[src/rtl/seq_chunk_adder_pkg.sv]
// Shared types and sizing helpers for the chunked sequential adder (seq_chunk_adder).
// Build option ADDER_SUB_EN is handled in the interface and top files.
package adder_pkg;

  typedef enum logic [1:0] {
    IDLE = 2'd0,
    RUN  = 2'd1,
    DONE = 2'd2
  } state_t;

  function automatic int num_chunks(input int width, input int chunk);
    return width / chunk;
  endfunction

  // Chunk index width; a single-chunk build still needs a 1-bit index.
  function automatic int idx_width(input int n);
    return (n <= 1) ? 1 : $clog2(n);
  endfunction

endpackage

[src/rtl/seq_chunk_adder_if.sv]
// Start/done handshake bundle for seq_chunk_adder.
// With ADDER_SUB_EN defined the bundle carries the extra sub request bit.
interface seq_chunk_adder_if #(
  parameter int WIDTH = 16
);
  logic             start;
  logic [WIDTH-1:0] a;
  logic [WIDTH-1:0] b;
  logic             c_in;
`ifdef ADDER_SUB_EN
  logic             sub;
`endif
  logic             busy;
  logic             done;
  logic [WIDTH-1:0] sum;
  logic             c_out;
  logic             overflow;

`ifdef ADDER_SUB_EN
  modport master (output start, a, b, c_in, sub, input busy, done, sum, c_out, overflow);
  modport slave  (input start, a, b, c_in, sub, output busy, done, sum, c_out, overflow);
`else
  modport master (output start, a, b, c_in, input busy, done, sum, c_out, overflow);
  modport slave  (input start, a, b, c_in, output busy, done, sum, c_out, overflow);
`endif

endinterface

[src/rtl/seq_chunk_adder_chunk.sv]
// Combinational CHUNK-bit adder slice, time-multiplexed by seq_chunk_adder.
module chunk_adder #(
  parameter int CHUNK = 4
) (
  input  logic [CHUNK-1:0] a,
  input  logic [CHUNK-1:0] b,
  input  logic             c_in,
  output logic [CHUNK-1:0] s,
  output logic             c_out,
  output logic             c_msb
);

  logic [CHUNK:0] full;

  assign full  = {1'b0, a} + {1'b0, b} + {{CHUNK{1'b0}}, c_in};
  assign s     = full[CHUNK-1:0];
  assign c_out = full[CHUNK];
  // A sum bit is a^b^carry_in, so the carry into the top bit falls out of it.
  assign c_msb = s[CHUNK-1] ^ a[CHUNK-1] ^ b[CHUNK-1];

endmodule

[src/rtl/seq_chunk_adder.sv]
// Multi-cycle adder: WIDTH-bit operands summed CHUNK bits per clock, carry registered between chunks.
// Define ADDER_SUB_EN to add the sub request (a - b - borrow_in via inverted B and carry).
module seq_chunk_adder
  import adder_pkg::*;
#(
  parameter int WIDTH = 16,
  parameter int CHUNK = 4
) (
  input  logic             clk,
  input  logic             rst,
  seq_chunk_adder_if.slave bus
);

  localparam int N  = num_chunks(WIDTH, CHUNK);
  localparam int IW = idx_width(N);

  state_t           state, state_n;
  logic [IW-1:0]    idx;
  logic             carry;
  logic [WIDTH-1:0] a_q, b_q, sum_q;
  logic             c_out_q, ovf_q;
  logic             accept, last;
  logic [WIDTH-1:0] b_in;
  logic             cin_in;
  logic [CHUNK-1:0] ca, cb, cs;
  logic             cc, cm;

`ifdef ADDER_SUB_EN
  assign b_in   = bus.sub ? ~bus.b : bus.b;
  assign cin_in = bus.sub ? ~bus.c_in : bus.c_in;
`else
  assign b_in   = bus.b;
  assign cin_in = bus.c_in;
`endif

  assign accept = bus.start && (state == IDLE || state == DONE);
  assign last   = (int'(idx) == N - 1);

  assign ca = a_q[int'(idx)*CHUNK +: CHUNK];
  assign cb = b_q[int'(idx)*CHUNK +: CHUNK];

  chunk_adder #(.CHUNK(CHUNK)) u_chunk (
    .a    (ca),
    .b    (cb),
    .c_in (carry),
    .s    (cs),
    .c_out(cc),
    .c_msb(cm)
  );

  always_ff @(posedge clk or posedge rst) begin
    if (rst) state <= IDLE;
    else     state <= state_n;
  end

  always_comb begin
    state_n = state;
    unique case (state)
      IDLE:    if (bus.start) state_n = RUN;
      RUN:     if (last) state_n = DONE;
      DONE:    state_n = bus.start ? RUN : IDLE;
      default: state_n = IDLE;
    endcase
  end

  // Operands need no reset: they are only read after an accept has loaded them.
  always_ff @(posedge clk) begin
    if (accept) begin
      a_q <= bus.a;
      b_q <= b_in;
    end
  end

  always_ff @(posedge clk or posedge rst) begin
    if (rst) begin
      idx     <= '0;
      carry   <= 1'b0;
      sum_q   <= '0;
      c_out_q <= 1'b0;
      ovf_q   <= 1'b0;
    end else if (accept) begin
      idx   <= '0;
      carry <= cin_in;
    end else if (state == RUN) begin
      sum_q[int'(idx)*CHUNK +: CHUNK] <= cs;
      carry <= cc;
      idx   <= idx + IW'(1);
      if (last) begin
        c_out_q <= cc;
        ovf_q   <= cm ^ cc;
      end
    end
  end

  assign bus.busy     = (state == RUN);
  assign bus.done     = (state == DONE);
  assign bus.sum      = sum_q;
  assign bus.c_out    = c_out_q;
  assign bus.overflow = ovf_q;

endmodule

[src/flat_wrapper.sv]
// flat-port wrapper written by rule: the top's interface ports become plain ports
module seq_chunk_adder_flat import adder_pkg::*;
#(
  parameter int WIDTH = 16,
  parameter int CHUNK = 4
)
  (clk, rst, bus_start, bus_a, bus_b, bus_c_in, bus_busy, bus_done, bus_sum, bus_c_out, bus_overflow);
  seq_chunk_adder_if #(.WIDTH(WIDTH)) bus_i ();
  input  logic clk;
  input  logic rst;
  input wire logic [$bits(bus_i.start)-1:0] bus_start;
  input wire logic [$bits(bus_i.a)-1:0] bus_a;
  input wire logic [$bits(bus_i.b)-1:0] bus_b;
  input wire logic [$bits(bus_i.c_in)-1:0] bus_c_in;
  output wire logic [$bits(bus_i.busy)-1:0] bus_busy;
  output wire logic [$bits(bus_i.done)-1:0] bus_done;
  output wire logic [$bits(bus_i.sum)-1:0] bus_sum;
  output wire logic [$bits(bus_i.c_out)-1:0] bus_c_out;
  output wire logic [$bits(bus_i.overflow)-1:0] bus_overflow;
  assign bus_i.start = bus_start;
  assign bus_i.a = bus_a;
  assign bus_i.b = bus_b;
  assign bus_i.c_in = bus_c_in;
  assign bus_busy = bus_i.busy;
  assign bus_done = bus_i.done;
  assign bus_sum = bus_i.sum;
  assign bus_c_out = bus_i.c_out;
  assign bus_overflow = bus_i.overflow;
  seq_chunk_adder #(.WIDTH(WIDTH), .CHUNK(CHUNK)) u_core (.clk(clk), .rst(rst), .bus(bus_i));
endmodule
[config.mk]
export PLATFORM = sky130hd
export DESIGN_NAME = seq_chunk_adder_flat
export DESIGN_NICKNAME = d
export VERILOG_FILES = /design/src/rtl/seq_chunk_adder_pkg.sv /design/src/rtl/seq_chunk_adder_if.sv /design/src/rtl/seq_chunk_adder_chunk.sv /design/src/rtl/seq_chunk_adder.sv /design/src/flat_wrapper.sv
export SDC_FILE = /design/constraint.sdc
export NUM_CORES = 1
export LEC_CHECK = 0
export ABC_AREA = 1
export CAP_MARGIN = 20
export CORE_UTILIZATION = 34
export CTS_CLUSTER_SIZE = 28
export DETAILED_ROUTE_END_ITERATION = 7
export PLACE_DENSITY = 0.66
export SETUP_SLACK_MARGIN = 0.05
export SYNTH_ARGS = -nofsm -noshare
export SYNTH_HDL_FRONTEND = slang
export SYNTH_HIERARCHICAL = 1
export SYNTH_SLANG_ARGS = --single-unit
[constraint.sdc]
create_clock -name clk -period 3.45 [get_ports clk]
set_clock_uncertainty 0.15 [all_clocks]
set_input_delay 0.69 -clock clk [delete_from_list [all_inputs] [get_ports clk]]
set_output_delay 0.69 -clock clk [all_outputs]
set_load 0.03 [all_outputs]
==> flow_summary.toml <==
[status]
status = "finished clean"

[clock_network]
post-cts-setup-buffers = 0
cts-root-buf = "clkbuf_8"
postCtsHoldBufs = 0
clock_tree.buffer_depth = 2
clkTransAtPathRegs_ps = 90
cts.sinks = 55
cts_buffers = 5
cts_max_level = 2
clock_latency_ps = 310
cts_tree = "done"
postCtsResizedCells = 0

[timing]
fin_crit_ps = 2790
timing.final.max_slew_violations = 0
setup_viol = 0
finalHoldViolCount = 0
final.setup.tns_ps = 0
grt_setup_unrepaired = "false"
relSlewSlack = 0.443
period_share = 0.810
worst_pin_slew_ps = 835
clock.fmax_ghz = 0.358

[drt]
firstDrtPassIters = 4
drcViolationCount = 0
via_per_inst = 4.41
vias = 1816
initialDrtViolationCount = 82
wl_per_cell_um = 11.9
routed_wl_um = 4900
ant_nets = 0

[placement]
hpwlAfterDp_um = 3680
post-place-cells = 404
gp_congestion = 0.803
port_buffers = 55

[cells_and_area]
fill_cells = 684
layout_commonest_cell = "nand2_1"
area_growth_pct = 27.3
fin_cells = 412
nets = 358
postLayoutCoreUtil = 0.451
layout-drive-gt1-share = 0.0799
diodes = 0
layout_common_cells = "nand2_1, clkdlybuf4s50_1, edfxtp_1, inv_1, dfrtp_1"

[power]
vdd_drop_max_uv = 402
p_per_area_nw_per_um2 = 975
leakage_uw = 0.00147

[yosys]
yosys.cell_types.count = 24
yosysWarningCount = 6
synthSimpleGateAreaFrac = 0.220
synth_mux_area_frac = 0
syn_inst = 256
synth_compound_area_frac = 0.0534
synth_fa_ha_area_frac = 0.0539
syn_area_um2 = 2600
synth_xor_area_frac = 0.0101
synth_nets = 302
avgSynthCellArea_um2 = 10.2
synth_top_family_by_area = "simple AND/OR/NAND/NOR gates"
synth_seq_cells = 55
yosysSeqAreaShare = 0.591

[critical_path]
r2r_start = "u_core/idx[1]$_DFFE_PP0P_"
reg2reg_to = "u_core/bus.overflow$_DFFE_PP0P_"
worst-endpoint-arrival_ps = 2840
cp-start-kind = "flop"
critPathRequiredTime_ps = 3490
reg2reg_setup_slack_ps = 660
worstPathMaxFanout = 19
criticalPathCategory = "reg2reg"
critPathCaptureType = "flop"
r2r_cells = 8

[worst_hold_path]
hold_path.class = "reg2reg"
holdPathEnd = "u_core/bus.sum[8]$_DFFE_PP0P_"
hold_start = "u_core/bus.sum[8]$_DFFE_PP0P_"
holdPathStages = 2

[global_routing]
track_usage = 0.140
antenna_found_initial = 0
grt_max_degree = 35
grt_pass1_wl_um = 8310
grt_remaining_overflow = 0
grt_pass1_vias = 1841

[die]
start_util = 0.354
die_x_um = 89.4
dieArea_um2 = 8000
num_rows = 31
ios = 56
core-area_um2 = 7330
die_h_um = 89.4

[run]
drv_cap = 0
==> per-layer routing <==
layer  global-route usage  vias up  routed length (um)
li1                     -      937                   -
met1                0.164      824                2150
met2                0.253       51                2480
met3               0.0397        4                 232
met4               0.0303        0                  40
met5                    0        -                   0
==> sequential cells by signal (all words and copies together) (netlist names) <==
name	flops
u_core/bus.sum	16
u_core/a_q	16
u_core/idx	2
u_core/b_q	16
u_core/bus.c_out	1
u_core/state	2
u_core/bus.overflow	1
u_core/carry	1
==> critical path, stage by stage, from the launching register on <==
cell and delay [ps]:
dfrtp_1 740, o211ai_1 180, nand2_1 130, fa_1 220, inv_1 60, fa_1 410, o31ai_1 510, xnor2_1 170
o21ai_0 90
==> area by class of cell <==
class | count | area [um^2] | area share
sequential | 55 | 1540 | 0.465
multi-input combinational | 162 | 877 | 0.265
timing repair buffer | 57 | 566 | 0.171
tap | 99 | 124 | 0.0375
inverter | 31 | 119 | 0.0359
clock buffer | 6 | 73.8 | 0.0223
clock inverter | 2 | 11.3 | 0.00341
==> report_power, final <==
group	total, uW	switching (uW)	internal, uW
clock	354	208	146
sequential	1010	122	892
combinational	1860	1170	686
==> Yosys cell counts <==
| cell | number | area (um^2) |
|---|---|---|
| nand2_1 | 81 | 304 |
| edfxtp_1 | 32 | 961 |
| inv_1 | 29 | 109 |
| dfrtp_1 | 23 | 576 |
| nor2_1 | 22 | 82.6 |
| o21ai_0 | 11 | 55.1 |
| nand3_1 | 10 | 50.1 |
| ha_1 | 8 | 100 |
| o211ai_1 | 8 | 60.1 |
| nand3_2 | 5 | 50.1 |
| buf_4 | 3 | 22.5 |
| buf_6 | 3 | 33.8 |
| nor2_2 | 3 | 18.8 |
| nor3_4 | 3 | 48.8 |
| xnor2_1 | 3 | 26.3 |
| a21oi_1 | 2 | 10.0 |
| buf_2 | 2 | 10.0 |
| fa_1 | 2 | 40.0 |
| inv_2 | 1 | 3.75 |
| inv_4 | 1 | 6.26 |
| nand2_2 | 1 | 6.26 |
| nor2_4 | 1 | 11.3 |
| o22ai_1 | 1 | 6.26 |
| o31ai_1 | 1 | 7.51 |
==> how the worst max path moves through the flow <==
stage | from | endpoint | slack [ps] | cells past startpoint
global route | u_core/idx[0]$_DFFE_PP0P_ | u_core/bus.overflow$_DFFE_PP0P_ | 370 | 11
detailed placement | u_core/idx[1]$_DFFE_PP0P_ | u_core/bus.overflow$_DFFE_PP0P_ | 710 | 8
CTS | u_core/idx[1]$_DFFE_PP0P_ | u_core/bus.overflow$_DFFE_PP0P_ | 680 | 8
global placement | u_core/idx[0]$_DFFE_PP0P_ | u_core/bus.overflow$_DFFE_PP0P_ | 820 | 11
floorplan | u_core/idx[0]$_DFFE_PP0P_ | u_core/bus.overflow$_DFFE_PP0P_ | 940 | 13
finish | u_core/idx[1]$_DFFE_PP0P_ | u_core/bus.overflow$_DFFE_PP0P_ | 660 | 8
==> through the flow <==
step / power (uW) / setup slack, ps / hold slack (ps) / cell area (um^2)
after floorplan: 2430 / 936 / 351 / 2600
after global placement: 2850 / 816 / 312 / 3220
after detailed placement: 2890 / 707 / 317 / 3220
after CTS: 3260 / 684 / 341 / 3310
after global routing: 3550 / 375 / 359 / 3310
final: 3220 / 657 / 337 / 3310
==> cells by family (layout without fill, tap and decap cells) <==
group	Yosys count	count (layout)
simple gates	126	126
flops	55	55
buf+inv	39	96
compound gates	23	23
fa+ha+maj	10	10
xor+xnor	3	3
No activity file was read; power rests on OpenSTA's default activity.
